**src/rtl/bsg_sha256_disassembler.sv**
```systemverilog
// Serializes one digest into N ring packets (id, last flag, word index, payload), MS word first.
// First packet one cycle after accept; data_o holds until yumi_i, ready_o returns the cycle after the last yumi.
module bsg_sha256_disassembler #(
  parameter int          ring_width_p   = 80,
  parameter int          digest_width_p = 256,
  parameter logic [7:0]  id_p           = 8'h00
) (
  input  logic                      clk_i,
  input  logic                      reset_i,
  input  logic                      v_i,
  input  logic [digest_width_p-1:0] data_i,
  output logic                      ready_o,
  output logic                      v_o,
  output logic [ring_width_p-1:0]   data_o,
  input  logic                      yumi_i
);

  localparam int W     = ring_width_p - 16;
  localparam int N     = digest_width_p / W;
  localparam int IDX_W = (N > 1) ? $clog2(N) : 1;
  localparam logic [IDX_W-1:0] LAST_IDX = IDX_W'(N - 1);

  typedef enum logic {S_IDLE, S_SEND} state_e;

  state_e                    r_state, w_state_nxt;
  logic [IDX_W-1:0]          r_count, w_count_nxt;
  logic [digest_width_p-1:0] r_shift, w_shift_nxt;
  logic                      w_last;

  always_ff @(posedge clk_i) begin
    if (reset_i) begin
      r_state <= S_IDLE;
      r_count <= '0;
      r_shift <= '0;
    end else begin
      r_state <= w_state_nxt;
      r_count <= w_count_nxt;
      r_shift <= w_shift_nxt;
    end
  end

  // Outputs are gated by reset_i so the block is quiet from the very first reset cycle.
  always_comb begin
    w_state_nxt = r_state;
    w_count_nxt = r_count;
    w_shift_nxt = r_shift;
    w_last      = (r_count == LAST_IDX);
    ready_o     = 1'b0;
    v_o         = 1'b0;
    data_o      = '0;
    if (!reset_i) begin
      case (r_state)
        S_IDLE: begin
          ready_o = 1'b1;
          if (v_i) begin
            w_shift_nxt = data_i;
            w_count_nxt = '0;
            w_state_nxt = S_SEND;
          end
        end
        S_SEND: begin
          v_o                           = 1'b1;
          data_o[ring_width_p-1 -: 8]   = id_p;
          data_o[ring_width_p-9]        = w_last;
          data_o[W +: IDX_W]            = r_count;
          data_o[W-1:0]                 = r_shift[digest_width_p-1 -: W];
          if (yumi_i) begin
            if (w_last) begin
              w_count_nxt = '0;
              w_state_nxt = S_IDLE;
            end else begin
              w_count_nxt = r_count + 1'b1;
              w_shift_nxt = r_shift << W;
            end
          end
        end
        default: w_state_nxt = S_IDLE;
      endcase
    end
  end

`ifndef SYNTHESIS
  always_ff @(posedge clk_i) begin
    assert (digest_width_p % W == 0)
      else $error("digest_width_p must be a multiple of ring_width_p-16");
    if (!reset_i) begin
      assert (!yumi_i || v_o)
        else $warning("yumi_i seen while v_o low; ignored");
    end
  end
`endif

endmodule

```
**config.mk**
```make
export PLATFORM = sky130hd
export DESIGN_NAME = bsg_sha256_disassembler
export DESIGN_NICKNAME = d
export VERILOG_FILES = /design/src/rtl/bsg_sha256_disassembler.sv
export SDC_FILE = /design/constraint.sdc
export NUM_CORES = 1
export LEC_CHECK = 0
export CAP_MARGIN = 25
export CELL_PAD_IN_SITES_DETAIL_PLACEMENT = 1
export CELL_PAD_IN_SITES_GLOBAL_PLACEMENT = 1
export CORE_MARGIN = 2
export CORE_UTILIZATION = 48
export CTS_BUF_LIST = sky130_fd_sc_hd__clkbuf_4 sky130_fd_sc_hd__clkbuf_8
export DETAILED_ROUTE_END_ITERATION = 16
export DONT_BUFFER_PORTS = 1
export GPL_ROUTABILITY_DRIVEN = 0
export GPL_TIMING_DRIVEN = 0
export HOLD_SLACK_MARGIN = 0.05
export PLACE_DENSITY = 0.94
export SLEW_MARGIN = 20
export SYNTH_ARGS = -nofsm -noshare
export SYNTH_HDL_FRONTEND = slang
export SYNTH_SLANG_ARGS = --single-unit
```
**constraint.sdc**
```tcl
create_clock -name clk_i -period 2.1 [get_ports clk_i]
set_input_delay 0.63 -clock clk_i [delete_from_list [all_inputs] [get_ports clk_i]]
set_output_delay 0.63 -clock clk_i [all_outputs]
set_load 0.005 [all_outputs]
```
==> flow_summary_export.csv <==
group,metric,value,unit
sta,post-route-min-period,2.23,ns
logic_synthesis,synth-xor-area-share,0,%
hold_path,holdCritPathClass,"in2reg",
logic_synthesis,yosys.area.top_type,"dfxtp_1",
critical_path,crit_path_start_kind,"flop",
sta,final.setup.worst_slack,-0.134,ns
hold_path,worstHoldStart,"yumi_i",
route,drcViolationCount,0,
logic_synthesis,syn_area,0.0110,mm²
critical_path,r2r_setup_slack,0.12,ns
global_routing,grt_max_degree,11,
route,ant_nets,0,
finish,fillers,2669,
clock_network,cts.sinks,259,
critical_path,cp_slowest_stage_delay,0.35,ns
clock_network,cts_inserted_buffers,44,
critical_path,crit_slowest_cell,"dfxtp_2",
critical_path,critPathMaxFanout,7,
sta,final.setup.tns,-6.58,ns
global_routing,grt_overflow,0,
critical_path,crit_family,"simple AND/OR/NAND/NOR gates",
power_and_ir_drop,leakagePower,4.56,nW
critical_path,setup.worst_path.class,"reg2out",
sta,fmax,0.448,GHz
die,ios,342,
place,dp_hpwl,28.2,mm
sta,relSlewSlack,30.2,%
route,wl_per_cell,23.9,µm
clock_network,path_clk_slew,0.07,ns
die,fp.dieW,156,µm
die,num_rows,55,
outcome,outcome,"finished, violations left",
sta,finalSetupViolations,67,
global_routing,track_usage,31.0,%
critical_path,startpoint,"r_state",
logic_synthesis,synth.area.top_cells,"dfxtp_1, a22oi_1, nand3_1",
power_and_ir_drop,powerDensity,888,mW/mm²
die,dieArea,0.0242,mm²
logic_synthesis,ys_seq_area_share,46.9,%
finish,final_core_util,56.3,%
critical_path,critPathBufInv,2,
critical_path,cp_data_required_time,1.47,ns
finish,fin_cells,1649,
hold_path,worstHoldPathCells,1,
global_routing,grt_pass1_wl,58.8,mm
critical_path,endpoint_kind,"output pin",
finish,mostFrequentLayoutCells,"dfxtp_1, nand3_1, a21oi_1",
sta,skew,0.0164,ns
finish,final_nets,1596,
place,port_buffers,0,
critical_path,worstPathCellList,"nor2b_4, buf_8, buf_6, and2_4",
route,drt-pass1-iter-count,5,
route,viasPerCell,6.26,
logic_synthesis,synth_top_family_by_area,"compound AO/OA/AOI/OAI gates",
global_routing,grt_pass1_vias,10600,
logic_synthesis,avgSynthCellArea,8.72,µm²
route,vias,10300,
die,initial_core_util,48.8,%
die,die_h,156,µm
logic_synthesis,synth_adder_area_share,0.113,%
clock_network,tritoncts,"built",
sta,worstMarginPinSlew,1.05,ns
critical_path,timing.rr.end,"r_shift[141]",
clock_network,postCtsHoldBufs,0,
place,dp_cells,1564,
route,wl,39.3,mm
logic_synthesis,synth_cells,1267,
logic_synthesis,synth_cell_types,25,
global_routing,antenna_found_initial,0,
route,drt_iter0_markers,675,
sta,rsz0062_at_grt,"yes",
critical_path,reg2reg_from,"r_count[0]",
clock_network,worstSkewPairLatency,0.54,ns
sta,min_period_over_period,106,%
power_and_ir_drop,peakVddDrop,0.689,mV
critical_path,cp.arrival,1.60,ns
hold_path,min_to,"r_state",
logic_synthesis,ys_ff_latch,259,
logic_synthesis,yosys.area_share.simple,18.2,%
logic_synthesis,ys_warn_count,0,
outcome,violations,"setup timing",
sta,finalHoldViolCount,0,
logic_synthesis,synth-compound-area-share,25.6,%
finish,diodes,0,
logic_synthesis,synth.top_cell.area_share,46.9,%
sta,slew_viol_final,0,
finish,final_common_cell,"dfxtp_1",
clock_network,cts_max_level,2,
sta,hold_ws,0.198,ns
flow_run,drv_cap,0,
die,core,0.0226,mm²
place,post-place-ws,-0.636,ns
logic_synthesis,muxShareOfSynthArea,0.0906,%
finish,drive_gt1_share,22.1,%
critical_path,worstRegToRegCells,6,
clock_network,root_buffer,"clkbuf_8",
clock_network,clockBufferDepth,3,
finish,area.growth.synth_to_final,15.4,%
[power by group]
group	switching, W	leakage (nW)	total, W	internal [W]
registers	0.000177	2.13	0.00540	0.00522
clock network	0.00199	0.478	0.00457	0.00258
logic	0.000820	1.96	0.00136	0.000536
[cell usage after synthesis]
cell type,number
buf_4,37
nor2b_4,1
nand2_1,65
a22oi_1,182
clkbuf_2,2
a32oi_1,1
clkbuf_1,33
mux2i_1,1
nand3b_1,2
nor2b_1,1
and3b_1,1
a21oi_2,9
nor2_1,3
and2_1,67
buf_1,1
buf_6,26
nand2b_2,1
nand3_1,256
ha_1,1
a311oi_1,1
conb_1,1
buf_2,58
a22oi_2,10
a21oi_1,248
dfxtp_1,259
[layer usage]
metal	share of wire [%]	up-vias	track usage (%)	wire, µm
met2	48	469	52.6	18800
li1	-	4743	-	-
met1	39	4991	36.4	15200
met4	5.4	0	16.3	2120
met5	0	-	0	0
met3	8.2	122	7.67	3240
[cells by family (layout without fill, tap and decap cells)]
kind of cell,after synthesis,after routing
flip-flops,259,259
multiplexers,1,1
AO/OA/AOI/OAI,451,451
AND/OR/NAND/NOR,397,397
buffers and inverters,157,242
adder cells (fa/ha/maj),1,1
other,1,13
[how the worst max path moves through the flow]
| stage | endpoint | slack (ns) | cells after the start |
|---|---|---|---|
| 3_3_place_gp | data_o[33] | -0.64 | 5 |
| 5_1_grt | data_o[64] | -0.18 | 4 |
| 2_1_floorplan | data_o[23] | 0.02 | 5 |
| 3_5_place_dp | data_o[33] | -0.64 | 5 |
| 6_report | data_o[71] | -0.13 | 4 |
| 4_1_cts | data_o[33] | -0.22 | 5 |
[cell type report]
type | instances | area [µm²] | area share, %
buffer | 156 | 1090 | 8.59
clock buffer | 72 | 866 | 6.79
clock inverter | 3 | 15.0 | 0.118
multi-input combinational | 863 | 5070 | 39.8
sequential | 259 | 5190 | 40.7
tap | 285 | 357 | 2.80
timing repair buffer | 11 | 160 | 1.26
[per-stage QoR]
step	instance area, µm²	power, W
after floorplan	11100	0.00637
after global placement	11400	0.00666
after detailed placement	11400	0.00673
after CTS	12600	0.0113
after global routing	12700	0.0117
final	12700	0.0113
[state kept, by name, indices dropped and copies added, names as in the netlist]
signal / count
r_shift: 256
r_count: 2
r_state: 1
[timing repair]
| item | 4_1_cts | 5_1_grt |
|---|---|---|
| buffers inserted | 5 | 0 |
| endpoints found under the setup margin | 68 | 69 |
| cloned | 2 | 4 |
| pin swaps | 23 | 22 |
| gates resized for setup | 77 | 22 |
[worst register-to-register path, stage by stage, from the launching register on]
cell	delay, ns
dfxtp_1	0.38
ha_1	0.24
nand3b_1	0.18
buf_2	0.39
buf_2	0.34
nand3_1	0.14
a21oi_1	0.21
Power figures use the tool's default switching activity.
